[config.mk]
export PLATFORM = sky130hd
export DESIGN_NAME = i2c_req_arbiter
export DESIGN_NICKNAME = d
export VERILOG_FILES = /design/src/rtl/i2c_req_arbiter.sv
export SDC_FILE = /design/constraint.sdc
export NUM_CORES = 1
export LEC_CHECK = 0
export ABC_AREA = 1
export CORE_AREA = 2 2 100 78
export CTS_BUF_LIST = sky130_fd_sc_hd__clkbuf_8
export DETAILED_ROUTE_END_ITERATION = 7
export DIE_AREA = 0 0 102 80
export GPL_TIMING_DRIVEN = 0
export HOLD_SLACK_MARGIN = 0.1
export PLACE_DENSITY = 0.64
export REMOVE_ABC_BUFFERS = 1
export SYNTH_ARGS = -nofsm -noshare
export SYNTH_HDL_FRONTEND = slang
export SYNTH_SLANG_ARGS = --single-unit
[constraint.sdc]
create_clock -name clk -period 1.5 [get_ports clk]
set_input_delay 0.225 -clock clk [delete_from_list [all_inputs] [get_ports clk]]
set_output_delay 0.225 -clock clk [all_outputs]
set_load 0.05 [all_outputs]
[src/rtl/i2c_req_arbiter.sv]
// Round-robin arbiter sharing one I2C master among NREQ requesters.
// Latches the winner's descriptor, paces i_ready, and reports done/timeout.
module i2c_req_arbiter #(
  parameter int NREQ     = 2,
  parameter int SCLK_DIV = 500,
  parameter int TIMEOUT  = 60000
) (
  input  logic              clk,
  input  logic              rst,
  input  logic [NREQ-1:0]   req_valid,
  input  logic [7*NREQ-1:0] req_addr,
  input  logic [NREQ-1:0]   req_rw,
  input  logic [4*NREQ-1:0] req_cnt,
  output logic [NREQ-1:0]   req_ready,
  output logic [NREQ-1:0]   req_done,
  output logic [NREQ-1:0]   req_err,
  output logic              m_ready,
  output logic [6:0]        m_addr,
  output logic              m_rw,
  output logic [3:0]        m_data_cnt,
  input  logic              m_done,
  output logic              busy,
  output logic [1:0]        grant_id
);

  localparam int HOLD_CYC = 2 * SCLK_DIV;
  localparam int TMAX     = (HOLD_CYC > TIMEOUT) ? HOLD_CYC : TIMEOUT;
  localparam int TW       = $clog2(TMAX) + 1;

  localparam logic [TW-1:0] LAUNCH_END  = TW'(SCLK_DIV - 1);
  localparam logic [TW-1:0] TIMEOUT_END = TW'(TIMEOUT - 1);
  localparam logic [TW-1:0] HOLD_END    = TW'(HOLD_CYC - 1);

  typedef enum logic [2:0] {
    S_IDLE,
    S_LAUNCH,
    S_WAIT,
    S_FINISH,
    S_HOLDOFF
  } state_t;

  state_t          state, state_d;
  logic [TW-1:0]   timer, timer_d;
  logic [1:0]      last, last_d;
  logic [1:0]      grant_d;
  logic [6:0]      addr_d;
  logic            rw_d;
  logic [3:0]      cnt_d;
  logic            m_ready_d;
  logic            m_done_q;
  logic            done_rise;

  logic            found;
  logic [1:0]      pick;
  logic [6:0]      pick_addr;
  logic            pick_rw;
  logic [3:0]      pick_cnt;
  logic [NREQ-1:0] pick_oh;
  logic [NREQ-1:0] grant_oh;

  assign done_rise = m_done & ~m_done_q;
  assign busy      = (state != S_IDLE);

  // Search last+1 .. last+NREQ (mod NREQ); the first requester found wins.
  always_comb begin
    // NOTE: every combinational output gets a default first so no latch is inferred.
    found     = 1'b0;
    pick      = '0;
    pick_addr = '0;
    pick_rw   = 1'b0;
    pick_cnt  = '0;
    for (int k = 1; k <= NREQ; k++) begin
      for (int i = 0; i < NREQ; i++) begin
        if (!found && req_valid[i] && (i == (int'(last) + k) % NREQ)) begin
          found     = 1'b1;
          pick      = 2'(i);
          pick_addr = req_addr[7*i +: 7];
          pick_rw   = req_rw[i];
          pick_cnt  = req_cnt[4*i +: 4];
        end
      end
    end
  end

  always_comb begin
    pick_oh  = '0;
    grant_oh = '0;
    for (int i = 0; i < NREQ; i++) begin
      pick_oh[i]  = (pick == 2'(i));
      grant_oh[i] = (grant_id == 2'(i));
    end
  end

  always_comb begin
    state_d   = state;
    timer_d   = timer;
    last_d    = last;
    grant_d   = grant_id;
    addr_d    = m_addr;
    rw_d      = m_rw;
    cnt_d     = m_data_cnt;
    m_ready_d = m_ready;
    req_ready = '0;
    req_done  = '0;
    req_err   = '0;

    case (state)
      S_IDLE: begin
        if (found) begin
          req_ready = pick_oh;
          grant_d   = pick;
          last_d    = pick;
          addr_d    = pick_addr;
          rw_d      = pick_rw;
          cnt_d     = pick_cnt;
          m_ready_d = 1'b1;
          timer_d   = '0;
          state_d   = S_LAUNCH;
        end
      end
      // i_ready is held for exactly one sclk period so the master sees it on a single edge.
      S_LAUNCH: begin
        if (timer == LAUNCH_END) begin
          m_ready_d = 1'b0;
          timer_d   = '0;
          state_d   = S_WAIT;
        end else begin
          timer_d = timer + TW'(1);
        end
      end
      S_WAIT: begin
        if (done_rise) begin
          state_d = S_FINISH;
        end else if (timer == TIMEOUT_END) begin
          req_err = grant_oh;
          timer_d = '0;
          state_d = S_HOLDOFF;
        end else begin
          timer_d = timer + TW'(1);
        end
      end
      S_FINISH: begin
        req_done = grant_oh;
        timer_d  = '0;
        state_d  = S_HOLDOFF;
      end
      S_HOLDOFF: begin
        if (timer == HOLD_END) begin
          timer_d = '0;
          state_d = S_IDLE;
        end else begin
          timer_d = timer + TW'(1);
        end
      end
      default: state_d = S_IDLE;
    endcase

    // A cycle with reset asserted must not hand out an accept or completion.
    if (rst) begin
      req_ready = '0;
      req_done  = '0;
      req_err   = '0;
    end
  end

  always_ff @(posedge clk) begin
    // NOTE: state registers use non-blocking assignments so all flops update together.
    if (rst) begin
      state      <= S_IDLE;
      timer      <= '0;
      last       <= 2'(NREQ - 1);
      grant_id   <= '0;
      m_addr     <= '0;
      m_rw       <= 1'b0;
      m_data_cnt <= '0;
      m_ready    <= 1'b0;
      m_done_q   <= 1'b0;
    end else begin
      state      <= state_d;
      timer      <= timer_d;
      last       <= last_d;
      grant_id   <= grant_d;
      m_addr     <= addr_d;
      m_rw       <= rw_d;
      m_data_cnt <= cnt_d;
      m_ready    <= m_ready_d;
      m_done_q   <= m_done;
    end
  end

endmodule

After elaboration in Yosys (flattened, before gate mapping):

Index checks and enable logic that the tools add are counted.

* register bits: 37
* bits in latches: 0
* RAM bits: 0
* bits in read-only memories: 0
* input bits: 29
* word-level logic and storage cells: 97
* memories: 0

* add/sub/neg operators: 3
* $mul: 0
* divide/modulo/power cells: 0
* $lt $le $gt $ge: 0
* eq/ne operators: 16
* shifts and indexed selects: 0
* multiplexer cells: 43
* bitwise operators: 4
* reduce and logical (&&, ||, !) cells: 22

Operators with widths (number)
* $mux W17: 5
* $pmux W17 S5: 1
* $logic_not A32 Y1: 2
* $mux W7: 4
* $mux W2: 11
* $add A17 B1 Y17 const B: 1
* $eq A17 B10 Y1 const B: 1
* $eq A17 B16 Y1 const B: 1
* $eq A17 B9 Y1 const B: 1
* $mux W4: 4
* $mux W3: 5
* $pmux W3 S5: 1
* $mux W1: 11
* $ne A2 B2 Y1 const B: 4
* $logic_and A1 B1 Y1: 7
* $eq A3 B2 Y1 const B: 2
* $reduce_and A3 Y1: 2
* $reduce_bool A5 Y1: 1
* $eq A2 B1 Y1 const B: 2
* $eq A2 B2 Y1 const A: 2
* $logic_not A2 Y1: 2
* $reduce_and A4 Y1: 1
* $eq A3 B1 Y1 const B: 1
* $eq A3 B3 Y1 const B: 1
* other kinds (11): 15

Logic depth before layout (Yosys ltp):

* word-level depth: 21
* depth in mapped cells: 12
* mapped depth without buffers: 12

Worst setup path before layout:

Ideal clock, no wire load.

* path type: reg2out
* start: register state[0]
* end: output port req_ready[0]
* arrival: 1.729 ns
* data required time: 1.275 ns
* slack: -0.454 ns
* stages on the path, launching flop included: 7
* cell sequence: dfxtp_1 > nor2_2 > nand2_4 > nor2_2 > buf_2 > nand2_1 > nor2_1

* longest elaborated chain between the ends: 3

Ends and longest elaborated chain
* from (decl): line 42 `state_t state, state_d;`
* from (signal assigned): line 179 `state <= state_d;`
* $logic_not A3 Y1: line 107 `case (state)`
* $mux W2: line 107
* $mux W2: line 159 `if (rst) begin`
* to (decl): line 14 `output logic [NREQ-1:0] req_ready,`

Every way passes these cells.

Worst setup path in the final report:

* start: register timer[1]
* end: output port req_err[0]

* longest elaborated chain between the ends: 5

Ends and longest elaborated chain
* from (decl): line 43 `logic [TW-1:0] timer, timer_d;`
* from (signal assigned): line 180 `timer <= timer_d;`
* $eq A17 B16 Y1: line 134 `end else if (timer == TIMEOUT_END) begin`
* $mux W2: line 134
* $mux W2: line 132 `if (done_rise) begin`
* $mux W2: line 107
* $mux W2: line 159
* to (decl): line 16 `output logic [NREQ-1:0] req_err,`

Every way passes these cells.

==> flow_metrics.py <==
metrics = {
    "clock_tree": {
        "cts_buffers": 5,
        "root_buffer": "clkbuf_8",
        "cts_tree": "built",
        "clk_pin_slew_ps": 80,
        "htreeDepth": 2,
        "insertion_delay_ps": 300,
        "cts_hold_buf": 0,
        "clockBufferDepth": 2,
        "clock_sinks": 36,
    },
    "setup_path": {
        "worst_r2r_endpoint": "timer[16]",
        "cp_slowest_cell": "dfxtp_4",
        "arrival_ps": 1560,
        "max_stage_delay_ps": 370,
        "crit_type": "reg -> out",
        "required_ps": 1270,
        "rrSetupSlack_ps": -240,
        "cp-end-kind": "output pin",
        "worst_setup_path_start_kind": "flip-flop",
        "crit_chain": "ha_4 -> nand2_2 -> inv_2 -> nand2_2 -> inv_2 -> nand4_1 -> nor2_2 -> buf_6",
        "path_max_fanout": 3,
        "reg2reg_from": "timer[1]",
        "rr_worst_depth": 12,
    },
    "yosys": {
        "synth_top_area_cell": "dfxtp_1",
        "async_flop_share": 0,
        "yosys_register_bits": 36,
        "syn_area_um2": 2102,
        "synth_edf_count": 0,
        "synth-warning-count": 0,
        "syn_avg_cell_area_um2": 6.548,
        "synthDistinctLibCells": 33,
        "synth_top_flop_cell": "dfxtp_1",
        "synthTopCellsByCount": "62 x nand2_1, 60 x nor2_1, 36 x dfxtp_1",
        "ys_seq_area_frac": 0.3429,
        "synth_top_cell_area_share": 0.3429,
        "synthTopCellsByArea": "dfxtp_1 34%, nand2_1 11%, nor2_1 11%",
        "syn_inst": 321,
        "yosysMostFrequentCell": "nand2_1",
    },
    "drt": {
        "drtIter0Drc": 206,
        "finalWirelength_mm": 7.113,
        "drtPass1Iterations": 4,
        "drc_errors": 0,
        "routedWlPerCell_um": 14.06,
        "avgViaCountPerCell": 4.800,
        "antenna_left": 0,
        "vias": 2429,
    },
    "global_route": {
        "grt-ovfl-total": 0,
        "grt_pass1_vias": 2350,
        "grt_pass1_wl_mm": 11.32,
        "antenna_found_initial": 0,
        "track_usage": 0.1787,
        "grt_start_max_net_pins": 16,
    },
    "sta": {
        "rsz0062_at_grt": "yes",
        "finalCritPeriodShare": 1.187,
        "max_freq_mhz": 561.5,
        "tns_ps": -4474,
        "finalWorstSetupSlack_ps": -281.1,
        "final_hold_viol_count": 0,
        "worst_pin_slew_ps": 515.8,
        "relSlewSlack": 0.6535,
        "skew_ps": 4.721,
        "fin_crit_ps": 1781,
        "setup_violations": 24,
        "report.final.slew_viol_count": 0,
    },
    "min_path": {
        "min_path_cells": 2,
        "hold_start": "rst",
        "hp-class": "in -> reg",
        "min_to": "m_ready",
    },
    "pwr": {
        "total_power_mw": 5.586,
        "cellLeakagePower_nw": 1.441,
        "peakVddDrop_uv": 926.8,
        "p_per_area_nw_per_um2": 1655,
    },
    "die": {
        "die_h_um": 80,
        "io_pins": 51,
        "die_w_um": 102,
        "rows": 27,
        "floorplan.initialDensity": 0.2935,
        "die_area_um2": 8160,
        "coreArea_um2": 7162,
    },
    "layout": {
        "diodes": 0,
        "area_growth_pct": 60.54,
        "drive_above_1_share": 0.3210,
        "nNetsFinal": 435,
        "instances_no_fill": 506,
    },
    "placed_design": {
        "placed_cells": 460,
        "hpwl_mm": 4.103,
        "gp_congestion": 0.8668,
        "portBuffers": 49,
    },
    "status": {
        "outcome": "complete, but fails checks",
        "violations": "setup timing",
    },
    "flow_run": {
        "drv_cap": 0,
    },
}
-- layout make-up --
cell class	instances	area, um2
well taps	101	126.4
repair buffers	84	767.0
repair inverters	1	5.005
fillers	707	3787
flip-flops and latches	36	755.7
inverters	35	151.4
clock buffers	5	68.82
multi-input cells	241	1410
clock inverters	3	90.09
-- cell families (layout without fill, tap and decap cells) --
| kind of cell | count (synthesis) | count (layout) | synth area share |
|---|---|---|---|
| xor gates and xnor gates | 6 | 6 | 0.02500 |
| and+or+nand+nor | 185 | 186 | 0.4083 |
| AOI/OAI and AO/OA | 45 | 46 | 0.1173 |
| DFF | 36 | 36 | 0.3429 |
| other | 1 | 1 | 0.001784 |
| buffers and inverters | 46 | 128 | 0.09286 |
| adders and majority gates | 2 | 2 | 0.01190 |
-- per-stage QoR --
stage               worst slack (ps)  cell area (um2)    util  hold slack (ps)
global placement               -1455             2655  0.3707            438.6
global route                  -385.2             3374  0.4712            393.3
finish                        -281.1             3374  0.4712            389.5
floorplan                     -428.7             2038       -            297.4
detailed placement             -1426             2655  0.3707            451.6
CTS                           -277.7             3139  0.4383            392.4
-- worst max-delay path, delay by kind of cell (launching register included) --
family,cells,cell delay [ps]
adders and majority gates,1,130
buffers and inverters,3,310
and+or+nand+nor,4,450
DFF,1,370
-- flip-flops by register name (all words and copies together) (netlist names) --
signal,flops
m_done_q,1
state,3
m_data_cnt,4
m_addr,7
m_ready,1
timer,17
last,1
m_rw,1
grant_id,1
-- worst max-delay path by stage --
stage                         start            to  slack [ps]  cells after the start
final                      timer[1]    req_err[0]        -280                      8
after global routing      timer[10]    req_err[1]        -390                      6
after CTS                  timer[5]    req_err[0]        -280                      6
after detailed placement        rst   req_done[1]       -1430                      5
after global placement          rst   req_done[1]       -1460                      5
after floorplan            state[0]  req_ready[0]        -430                      5
-- power by group --
part           switching, mW  internal [mW]  total, mW
Combinational           1.95           1.08       3.03
Clock                  0.407          0.832       1.24
Sequential             0.139           1.18       1.32
Total                   2.49           3.09       5.59
-- metal layers --
metal,up-vias,GRT usage,wire length [um]
met2,76,0.2855,3295
met3,13,0.03853,395
li1,1207,-,-
met4,0,0.05733,129
met5,-,0,0
met1,1133,0.2393,3293
-- what timing repair did --
item / in CTS / in global routing
setup buffers: 23 / 13
setup endpoints to repair: 55 / 38
cloned: 3 / 0
gates resized for setup: 110 / 47
pin swaps: 13 / 21
-- cell usage in the layout, fill, tap and decap left out, drive strengths merged --
cell	n
nand2	68
nor2	64
buf	41
dfxtp	36
inv	32
nand3	30
a21oi	26
clkdlybuf4s50	25
o21ai	17
dlygate4sd2	16
nand4	10
nor3	10
clkbuf	6
xor2	5
bufinv	3
clkinvlp	2
o21bai	2
nand3b	2
ha	2
clkinv	2
or2	1
nor4	1
o22ai	1
xnor2	1
conb	1
clkdlybuf4s15	1
(Power assumes the default switching activity.)
